**src/rtl/i2c_pkg.sv**
```systemverilog
// Shared I2C master definitions: bit-engine commands, byte commands, byte-sequencer states.
package i2c_pkg;

    localparam int unsigned STEP_W = 3;
    localparam int unsigned BYTE_CMD_W = 3;
    localparam int unsigned CNT_W = 4;

    typedef logic [STEP_W-1:0]     bit_cmd_t;
    typedef logic [BYTE_CMD_W-1:0] byte_cmd_t;

    localparam bit_cmd_t BIT_NONE  = 3'b000;
    localparam bit_cmd_t BIT_READ  = 3'b001;
    localparam bit_cmd_t BIT_START = 3'b010;
    localparam bit_cmd_t BIT_STOP  = 3'b011;
    localparam bit_cmd_t BIT_D0    = 3'b100;
    localparam bit_cmd_t BIT_D1    = 3'b101;
    localparam bit_cmd_t BIT_ACK   = 3'b110;
    localparam bit_cmd_t BIT_NACK  = 3'b111;

    localparam byte_cmd_t CMD_START     = 3'b001;
    localparam byte_cmd_t CMD_STOP      = 3'b010;
    localparam byte_cmd_t CMD_WRITE     = 3'b011;
    localparam byte_cmd_t CMD_READ_ACK  = 3'b100;
    localparam byte_cmd_t CMD_READ_NACK = 3'b101;

    typedef enum logic [2:0] {
        ST_IDLE  = 3'd0,
        ST_ISSUE = 3'd1,
        ST_WAIT  = 3'd2,
        ST_NEXT  = 3'd3,
        ST_DONE  = 3'd4
    } state_t;

    // True for the five byte commands the sequencer knows how to run.
    function automatic logic cmd_legal(input byte_cmd_t cmd);
        return cmd inside {CMD_START, CMD_STOP, CMD_WRITE, CMD_READ_ACK, CMD_READ_NACK};
    endfunction

    // Bit-engine command for step idx of a byte command; tx_msb is the next TX data bit.
    function automatic bit_cmd_t step_cmd(input byte_cmd_t cmd, input logic [CNT_W-1:0] idx,
                                          input logic tx_msb);
        bit_cmd_t c;
        c = BIT_NONE;
        case (cmd)
            CMD_START:     c = BIT_START;
            CMD_STOP:      c = BIT_STOP;
            CMD_WRITE: begin
                if (idx < CNT_W'(8))       c = tx_msb ? BIT_D1 : BIT_D0;
                else if (idx == CNT_W'(8)) c = BIT_READ;
                else                       c = BIT_STOP;
            end
            CMD_READ_ACK:  c = (idx < CNT_W'(8)) ? BIT_READ : BIT_ACK;
            CMD_READ_NACK: c = (idx < CNT_W'(8)) ? BIT_READ : BIT_NACK;
            default:       c = BIT_NONE;
        endcase
        return c;
    endfunction

endpackage

```
**src/rtl/i2c_shift8.sv**
```systemverilog
// 8-bit MSB-first shift register with parallel load; shared by TX and RX paths.
module i2c_shift8 (
    input  logic       clock,
    input  logic       reset,
    input  logic       load,
    input  logic [7:0] load_val,
    input  logic       shift_en,
    input  logic       shift_in,
    output logic [7:0] q,
    output logic       shift_out
);

    // Load has priority over shift; shift moves toward the MSB, new bit enters at the LSB.
    always_ff @(posedge clock) begin
        if (reset) begin
            q <= 8'h00;
        end else if (load) begin
            q <= load_val;
        end else if (shift_en) begin
            q <= {q[6:0], shift_in};
        end
    end

    assign shift_out = q[7];

endmodule

```
**src/rtl/i2c_master_byte.sv**
```systemverilog
// Byte-level I2C sequencer: splits one byte command into bit-engine commands.
// Optional: I2C_MASTER_NACK_STOP_EN appends a STOP step to a WRITE that sees NACK.
module i2c_master_byte
    import i2c_pkg::*;
#(
    parameter int unsigned BIT_CMD_W = 3
) (
    input  logic                 clock,
    input  logic                 reset,
    input  logic                 go,
    input  logic [2:0]           command,
    input  logic [7:0]           data_in,
    output logic [7:0]           data_out,
    output logic                 ack_received,
    output logic                 cmd_error,
    output logic                 finish,
    output logic                 bit_go,
    output logic [BIT_CMD_W-1:0] bit_command,
    input  logic                 bit_finish,
    input  logic                 bit_rx
);

`ifdef I2C_MASTER_NACK_STOP_EN
    localparam bit NACK_STOP_EN = 1'b1;
`else
    localparam bit NACK_STOP_EN = 1'b0;
`endif

    state_t           state_q, state_d;
    byte_cmd_t        cmd_q, cmd_d;
    logic [CNT_W-1:0] bit_cnt_q, bit_cnt_d;
    bit_cmd_t         bit_cmd_q, bit_cmd_d;
    logic             ack_q, ack_d;
    logic             armed_q, armed_d;
    logic             bit_go_d, finish_d, cmd_error_d, ack_received_d;
    logic [7:0]       data_out_d;
    logic             sr_load, sr_shift, sr_msb, step_last;
    logic [7:0]       sr_q;

    i2c_shift8 u_shift (
        .clock     (clock),
        .reset     (reset),
        .load      (sr_load),
        .load_val  (data_in),
        .shift_en  (sr_shift),
        .shift_in  (bit_rx),
        .q         (sr_q),
        .shift_out (sr_msb)
    );

    assign bit_command = BIT_CMD_W'(bit_cmd_q);

    // Next-state and next-output logic; bit_go/bit_command are set on entry to ISSUE.
    always_comb begin
        state_d        = state_q;
        cmd_d          = cmd_q;
        bit_cnt_d      = bit_cnt_q;
        ack_d          = ack_q;
        armed_d        = armed_q;
        bit_go_d       = bit_go;
        bit_cmd_d      = bit_cmd_q;
        finish_d       = 1'b0;
        cmd_error_d    = cmd_error;
        data_out_d     = data_out;
        ack_received_d = ack_received;
        sr_load        = 1'b0;
        sr_shift       = 1'b0;
        step_last      = 1'b0;
        case (state_q)
            ST_IDLE: begin
                if (go && !finish && armed_q) begin
                    cmd_d     = command;
                    bit_cnt_d = '0;
                    ack_d     = 1'b0;
                    sr_load   = 1'b1;
                    if (cmd_legal(command)) begin
                        cmd_error_d = 1'b0;
                        bit_go_d    = 1'b1;
                        bit_cmd_d   = step_cmd(command, CNT_W'(0), data_in[7]);
                        state_d     = ST_ISSUE;
                    end else begin
                        // Illegal command completes immediately without touching the bus.
                        cmd_error_d = 1'b1;
                        finish_d    = 1'b1;
                    end
                end
            end
            ST_ISSUE: state_d = ST_WAIT;
            ST_WAIT: begin
                if (bit_finish) begin
                    bit_go_d = 1'b0;
                    if (bit_cnt_q < CNT_W'(8)) sr_shift = 1'b1;
                    if (cmd_q == CMD_WRITE && bit_cnt_q == CNT_W'(8)) ack_d = ~bit_rx;
                    if (cmd_q == CMD_START || cmd_q == CMD_STOP) begin
                        step_last = 1'b1;
                    end else if (bit_cnt_q == CNT_W'(8)) begin
                        step_last = !(NACK_STOP_EN && cmd_q == CMD_WRITE && bit_rx);
                    end else begin
                        step_last = (bit_cnt_q >= CNT_W'(9));
                    end
                    state_d = step_last ? ST_DONE : ST_NEXT;
                end
            end
            ST_NEXT: begin
                bit_cnt_d = bit_cnt_q + CNT_W'(1);
                bit_go_d  = 1'b1;
                bit_cmd_d = step_cmd(cmd_q, bit_cnt_d, sr_msb);
                state_d   = ST_ISSUE;
            end
            ST_DONE: begin
                finish_d = 1'b1;
                if (cmd_q == CMD_READ_ACK || cmd_q == CMD_READ_NACK) data_out_d = sr_q;
                if (cmd_q == CMD_WRITE) ack_received_d = ack_q;
                state_d = ST_IDLE;
            end
            default: state_d = ST_IDLE;
        endcase
        // A new accept needs go to have been seen low since the last finish.
        if (finish_d) armed_d = 1'b0;
        else if (!go) armed_d = 1'b1;
    end

    // State and registered outputs.
    always_ff @(posedge clock) begin
        if (reset) begin
            state_q      <= ST_IDLE;
            cmd_q        <= '0;
            bit_cnt_q    <= '0;
            bit_cmd_q    <= BIT_NONE;
            ack_q        <= 1'b0;
            armed_q      <= 1'b1;
            bit_go       <= 1'b0;
            finish       <= 1'b0;
            cmd_error    <= 1'b0;
            data_out     <= 8'h00;
            ack_received <= 1'b0;
        end else begin
            state_q      <= state_d;
            cmd_q        <= cmd_d;
            bit_cnt_q    <= bit_cnt_d;
            bit_cmd_q    <= bit_cmd_d;
            ack_q        <= ack_d;
            armed_q      <= armed_d;
            bit_go       <= bit_go_d;
            finish       <= finish_d;
            cmd_error    <= cmd_error_d;
            data_out     <= data_out_d;
            ack_received <= ack_received_d;
        end
    end

endmodule

```
**config.mk**
```make
export PLATFORM = sky130hd
export DESIGN_NAME = i2c_master_byte
export DESIGN_NICKNAME = d
export VERILOG_FILES = /design/src/rtl/i2c_pkg.sv /design/src/rtl/i2c_shift8.sv /design/src/rtl/i2c_master_byte.sv
export SDC_FILE = /design/constraint.sdc
export NUM_CORES = 1
export LEC_CHECK = 0
export CAP_MARGIN = 20
export CORE_UTILIZATION = 50
export DETAILED_ROUTE_END_ITERATION = 12
export PLACE_DENSITY_LB_ADDON = 0.08
export SYNTH_ARGS = -nofsm -noshare
export SYNTH_HDL_FRONTEND = slang
export SYNTH_HIERARCHICAL = 1
export SYNTH_SLANG_ARGS = --single-unit
```
**constraint.sdc**
```tcl
create_clock -name clock -period 3.8 [get_ports clock]
set_input_delay 0.76 -clock clock [delete_from_list [all_inputs] [get_ports clock]]
set_output_delay 0.76 -clock clock [all_outputs]
set_load 0.03 [all_outputs]
```
==> impl_metrics.toml, run 1 <==
[status]
status = "finished, final reports clean"

[power]
power.density_nw_per_um2 = 375
peakVddDrop_mv = 0.239
p_total_uw = 794
cellLeakagePower_nw = 0.748

[sta]
finalSetupViolCount = 0
setup_tns_ns = 0
worst_pin_slew_ns = 0.848
maxSlewHeadroom = 0.433
maxSlewViolCount = 0
max_freq_ghz = 0.436
holdWs_ns = 0.481
fin_ws_ns = 1.51
clock_skew_ns = 0.0133
final_hold_viol_count = 0
fin_crit_sh = 0.603
timing.final.crit_period_ns = 2.29
rsz0062_at_grt = "false"

[yosys]
synth.avg_cell_area_um2 = 9.15
syn_inst = 196
ys_seq_area_frac = 0.391
synth_flop_cell = "dfxtp_1"
synth_top_area_share = 0.391
synth_top_family_by_area = "simple AND/OR/NAND/NOR gates"
synth_nets = 215
ys_async_sr_fraction = 0
synth_mux_area_frac = 0.114
synth_compound_area_frac = 0.160
syn_area_um2 = 1790
yosys.area_share.simple = 0.224
ys_ff_latch = 35
synth_xor_xnor_area_share = 0.0140
synthAdderAreaFrac = 0.0209
synthDistinctLibCells = 48
yosys-top-cells-area = "dfxtp_1 39%, mux2i_1 9.5%, nor2_1 4.4%, a211oi_1 3.3%, a221oi_2 3.3%"
yosys.area.top_type = "dfxtp_1"
synth_edf_count = 0
yosys_warnings = 6

[floorplan]
core_um2 = 3390
rows = 21
dieArea_um2 = 3830
die_width_um = 61.9
io_pins = 31
initial_utilization = 0.529
die_h_um = 61.9

[route]
drc = 0
first_pass_iters = 4
drt_wl_total_um = 3810
antenna_left = 0
vias = 1474
drt_iter0_markers = 98
wl_per_cell_um = 14.3
vias_per_cell = 5.52

[job]
maxCapViolCount = 0

[placed_design]
hpwl_um = 2780
portBuffers = 30
dp_slack_ns = 1.19
dpl_cell_area_um2 = 2070
place_congestion = 0.937

[critical_path]
path_delay_family = "simple AND/OR/NAND/NOR gates"
cp-start-kind = "primary input"
reg2reg_slack_ns = 1.58
r2r-start = "state_q[1]$_SDFFE_PP0P_"
critPathKind = "primary input to flop"
regToRegEndpoint = "u_shift/q[1]$_SDFFE_PP0P_"
end_kind = "flop"
path_cells = "clkdlybuf4s50_1, nand2_1, nor2_1, mux2i_1, a211oi_1"
cp_slowest_cell = "nor2_1"
worstPathRequired_ns = 4.05
crit_buf_inv = 1
critPathArrivalTime_ns = 2.55
worst_path_largest_cell_delay_ns = 0.63
reg2regPathDepth = 5
worstPathMaxFanout = 8

[cts]
postCtsHoldBufs = 0
cts_tree = "built"
htree_num_levels = 2
cts_sinks = 35
cts_resized = 0
cts_made_buffers = 5
clock_latency_ns = 0.34
cts_buffer_depth = 2
clockRootBuffer = "clkbuf_4"
cts_setup_buffers = 0
cts.clk_slew.worst_paths_ns = 0.12

[final_layout]
layout_common_cells = "35 x dfxtp_1, 30 x clkdlybuf4s50_1, 21 x nor2_1"
drive_above_1_share = 0.118
mostFrequentLayoutCell = "dfxtp_1"
stdcell_area_um2 = 2120
diodes = 0
area_growth_pct = 18.1
nets = 240

[worst_hold_path]
hold-path-cell-count = 2
min_to = "bit_go$_SDFFE_PP0P_"
worstHoldStart = "bit_go$_SDFFE_PP0P_"
hold_path.class = "flop to flop"

[global_routing]
grtUsageTotal = 0.222
grt_pass1_wl_um = 6120
grt_max_degree = 20
gr-total-overflow = 0
grt_pass1_vias = 1368
antenna_found_initial = 0
[through the flow]
stage                      util  instances
final                     0.625        267
after global routing      0.625        267
after CTS                 0.625        267
after detailed placement  0.609        260
after global placement    0.609        260
after floorplan               -        196
[worst min-delay path, stage by stage (launching register included)]
cell and delay [ns]:
dfxtp_1 0.33, inv_1 0.06, a221oi_2 0.05
[power by group]
group,switching (mW),internal [mW]
Clock,0.125,0.0687
Combinational,0.0995,0.0788
Sequential,0.0278,0.394
Total,0.252,0.542
[final cells by class]
cell class,count,area (µm²)
fill,287,1270
multi-input combinational,136,955
sequential,35,701
timing repair buffer,31,308
tap,46,57.6
inverter,12,45.0
clock buffer,5,37.5
clock inverter,2,13.8
[worst max path at each step]
stage	depth (start not counted)	startpoint	endpoint	slack, ns
after global placement	5	bit_finish	u_shift/q[2]$_SDFFE_PP0P_	1.26
after detailed placement	5	bit_finish	u_shift/q[1]$_SDFFE_PP0P_	1.19
after CTS	5	bit_finish	u_shift/q[1]$_SDFFE_PP0P_	1.52
after floorplan	6	command[1]	bit_command[0]$_SDFFE_PP0P_	2.06
after global routing	5	bit_finish	u_shift/q[1]$_SDFFE_PP0P_	1.36
final	5	bit_finish	u_shift/q[1]$_SDFFE_PP0P_	1.51
[flip-flops by register name, indices dropped and copies added, names as in the netlist]
register	count
ack_q	1
ack_received	1
armed_q	1
bit_cnt_q	4
bit_command	3
bit_go	1
cmd_error	1
cmd_q	3
data_out	8
finish	1
state_q	3
u_shift/q	8
[synthesized netlist by cell type (all sizes together) (6+ instances only)]
master / n
o21ai: 6
inv: 12
dfxtp: 35
nand2: 14
a211oi: 8
nor2b: 8
nor2: 26
mux2i: 17
buf: 10
a21oi: 10
nand3: 6
[kinds of logic after synthesis]
family / after synthesis
adder cells (fa/ha/maj): 3
flip-flops: 35
XOR/XNOR: 2
AO/OA/AOI/OAI: 39
multiplexers: 20
AND/OR/NAND/NOR: 72
buffers and inverters: 25
[routing by layer]
| layer | up-vias | GRT usage | part of all wire |
|---|---|---|---|
| met5 | - | 0 | 0 |
| met4 | 0 | 0.0857 | 0.018 |
| met2 | 37 | 0.353 | 0.47 |
| met1 | 695 | 0.285 | 0.47 |
| met3 | 8 | 0.0621 | 0.044 |
| li1 | 734 | - | - |
Note: power is estimated with default switching activity, not from simulation.
==> run 2, diff against run 1 <==
Settings changed: CORE_UTILIZATION 50 to 47.
Clock period 3.8 ns to 1.9 ns, I/O delays scaled along.
==> impl_metrics.toml, run 2 (synthesis results as in run 1) <==
[placed_design]
portBuffers = 30
dp.cells = 277
place_congestion = 0.875
hpwl_um = 3020

[route]
wl_per_cell_um = 14.0
vias = 1509
first_pass_iters = 4
vias_per_cell = 5.33
antenna_left = 0
drt_wl_total_um = 3960
drt_iter0_markers = 75
drc = 0

[final_layout]
drive_above_1_share = 0.166
layout_common_cells = "35 x dfxtp_1, 30 x clkdlybuf4s50_1, 21 x nor2_1"
area_growth_pct = 26.4
nets = 255
reg_top3 = "data_out (8), u_shift/q (8), bit_cnt_q (4)"
diodes = 0
fin_cells = 283
mostFrequentLayoutCell = "dfxtp_1"

[power]
peakVddDrop_mv = 0.389
cellLeakagePower_nw = 0.832
power.density_nw_per_um2 = 770

[global_routing]
antenna_found_initial = 0
grt_pass1_vias = 1481
grt_max_degree = 13
gr-total-overflow = 0
grt_pass1_wl_um = 6820
grtUsageTotal = 0.219

[critical_path]
cp_slowest_cell = "clkdlybuf4s50_1"
regToRegEndpoint = "u_shift/q[3]$_SDFFE_PP0P_"
path_cells = "clkdlybuf4s50_1"
reg2reg_slack_ns = 0.27
worstPathRequired_ns = 1.52
path_delay_family = "buffers and inverters"
critPathArrivalTime_ns = 1.31
reg2regPathDepth = 6
end_kind = "output port"
cp-start-kind = "flop"
crit_buf_inv = 1
worst_path_largest_cell_delay_ns = 0.68
critPathKind = "flop to output port"
worstPathMaxFanout = 2
r2r-start = "state_q[1]$_SDFFE_PP0P_"

[sta]
clock_skew_ns = 0.00518
timing.final.crit_period_ns = 1.69
maxSlewHeadroom = 0.695
final_hold_viol_count = 0
setup_tns_ns = 0
fin_crit_sh = 0.890
maxSlewViolCount = 0
finalSetupViolCount = 0
worst_pin_slew_ns = 0.456
max_freq_ghz = 0.591
rsz0062_at_grt = "false"

[floorplan]
initial_utilization = 0.490
die_h_um = 63.8
core_um2 = 3660
rows = 22
die_width_um = 63.8
dieArea_um2 = 4070
io_pins = 31

[cts]
clock_latency_ns = 0.28
cts_setup_buffers = 0
cts_sinks = 35
cts_made_buffers = 5
cts_tree = "built"
htree_num_levels = 2
postCtsHoldBufs = 0
cts_resized = 0
cts_buffer_depth = 2
cts.clk_slew.worst_paths_ns = 0.07
clockRootBuffer = "clkbuf_8"

[status]
status = "finished, final reports clean"

[worst_hold_path]
min_to = "bit_command[0]$_SDFFE_PP0P_"
hold_path.class = "flop to flop"
hold-path-cell-count = 2
worstHoldStart = "bit_command[0]$_SDFFE_PP0P_"

[job]
maxCapViolCount = 0
==> run 2: cell count changes in the layout (fill, tap and decap cells not counted) <==
cell      delta
clkbuf_8     +5
clkbuf_4     -5
clkinv_2     -1
clkbuf_1     +1
buf_4       +14
buf_12       +1
clkinv_4     -1
==> run 2: area by class of cell <==
class / count / area [µm²]
clock buffer: 6 / 72.6
fill: 304 / 1400
timing repair buffer: 46 / 433
multi-input combinational: 136 / 955
inverter: 12 / 45.0
sequential: 35 / 701
tap: 48 / 60.1
==> run 2: per-layer routing <==
layer  global-route usage  up-vias  wire length (µm)
li1                     -      766                 -
met1                0.285      712              1940
met2                0.346       25              1840
met3               0.0589        6               120
met4               0.0767        0                59
met5                    0        -                 0
==> run 2: where the power goes <==
part | leakage (nW) | switching, mW | internal [mW] | total [mW]
Clock | 0.0371 | 0.244 | 0.244 | 0.488
Sequential | 0.286 | 0.0496 | 0.789 | 0.839
Combinational | 0.510 | 0.216 | 0.202 | 0.418
==> run 2: through the flow <==
stage	power, mW	setup slack [ns]	hold WS (ns)	area [µm²]	utilization
2_1_floorplan	1.11	0.366	0.465	1790	-
3_3_place_gp	1.26	0.143	0.454	2190	0.599
3_5_place_dp	1.27	0.0461	0.468	2190	0.599
4_1_cts	1.76	0.199	0.478	2270	0.619
5_1_grt	1.84	0.131	0.493	2270	0.619
6_report	1.74	0.209	0.476	2270	0.619
==> run 2: how the worst max path moves through the flow <==
| stage | startpoint | to | slack [ns] | cells past startpoint |
|---|---|---|---|---|
| 2_1_floorplan | cmd_q[1]$_SDFFE_PP0P_ | bit_command[1]$_SDFFE_PP0P_ | 0.37 | 8 |
| 3_3_place_gp | command[2] | bit_command[2]$_SDFFE_PP0P_ | 0.14 | 6 |
| 3_5_place_dp | command[2] | armed_q$_SDFFE_PP1P_ | 0.05 | 6 |
| 4_1_cts | finish$_SDFF_PP0_ | finish | 0.20 | 1 |
| 5_1_grt | state_q[1]$_SDFFE_PP0P_ | u_shift/q[6]$_SDFFE_PP0P_ | 0.13 | 6 |
| 6_report | finish$_SDFF_PP0_ | finish | 0.21 | 1 |
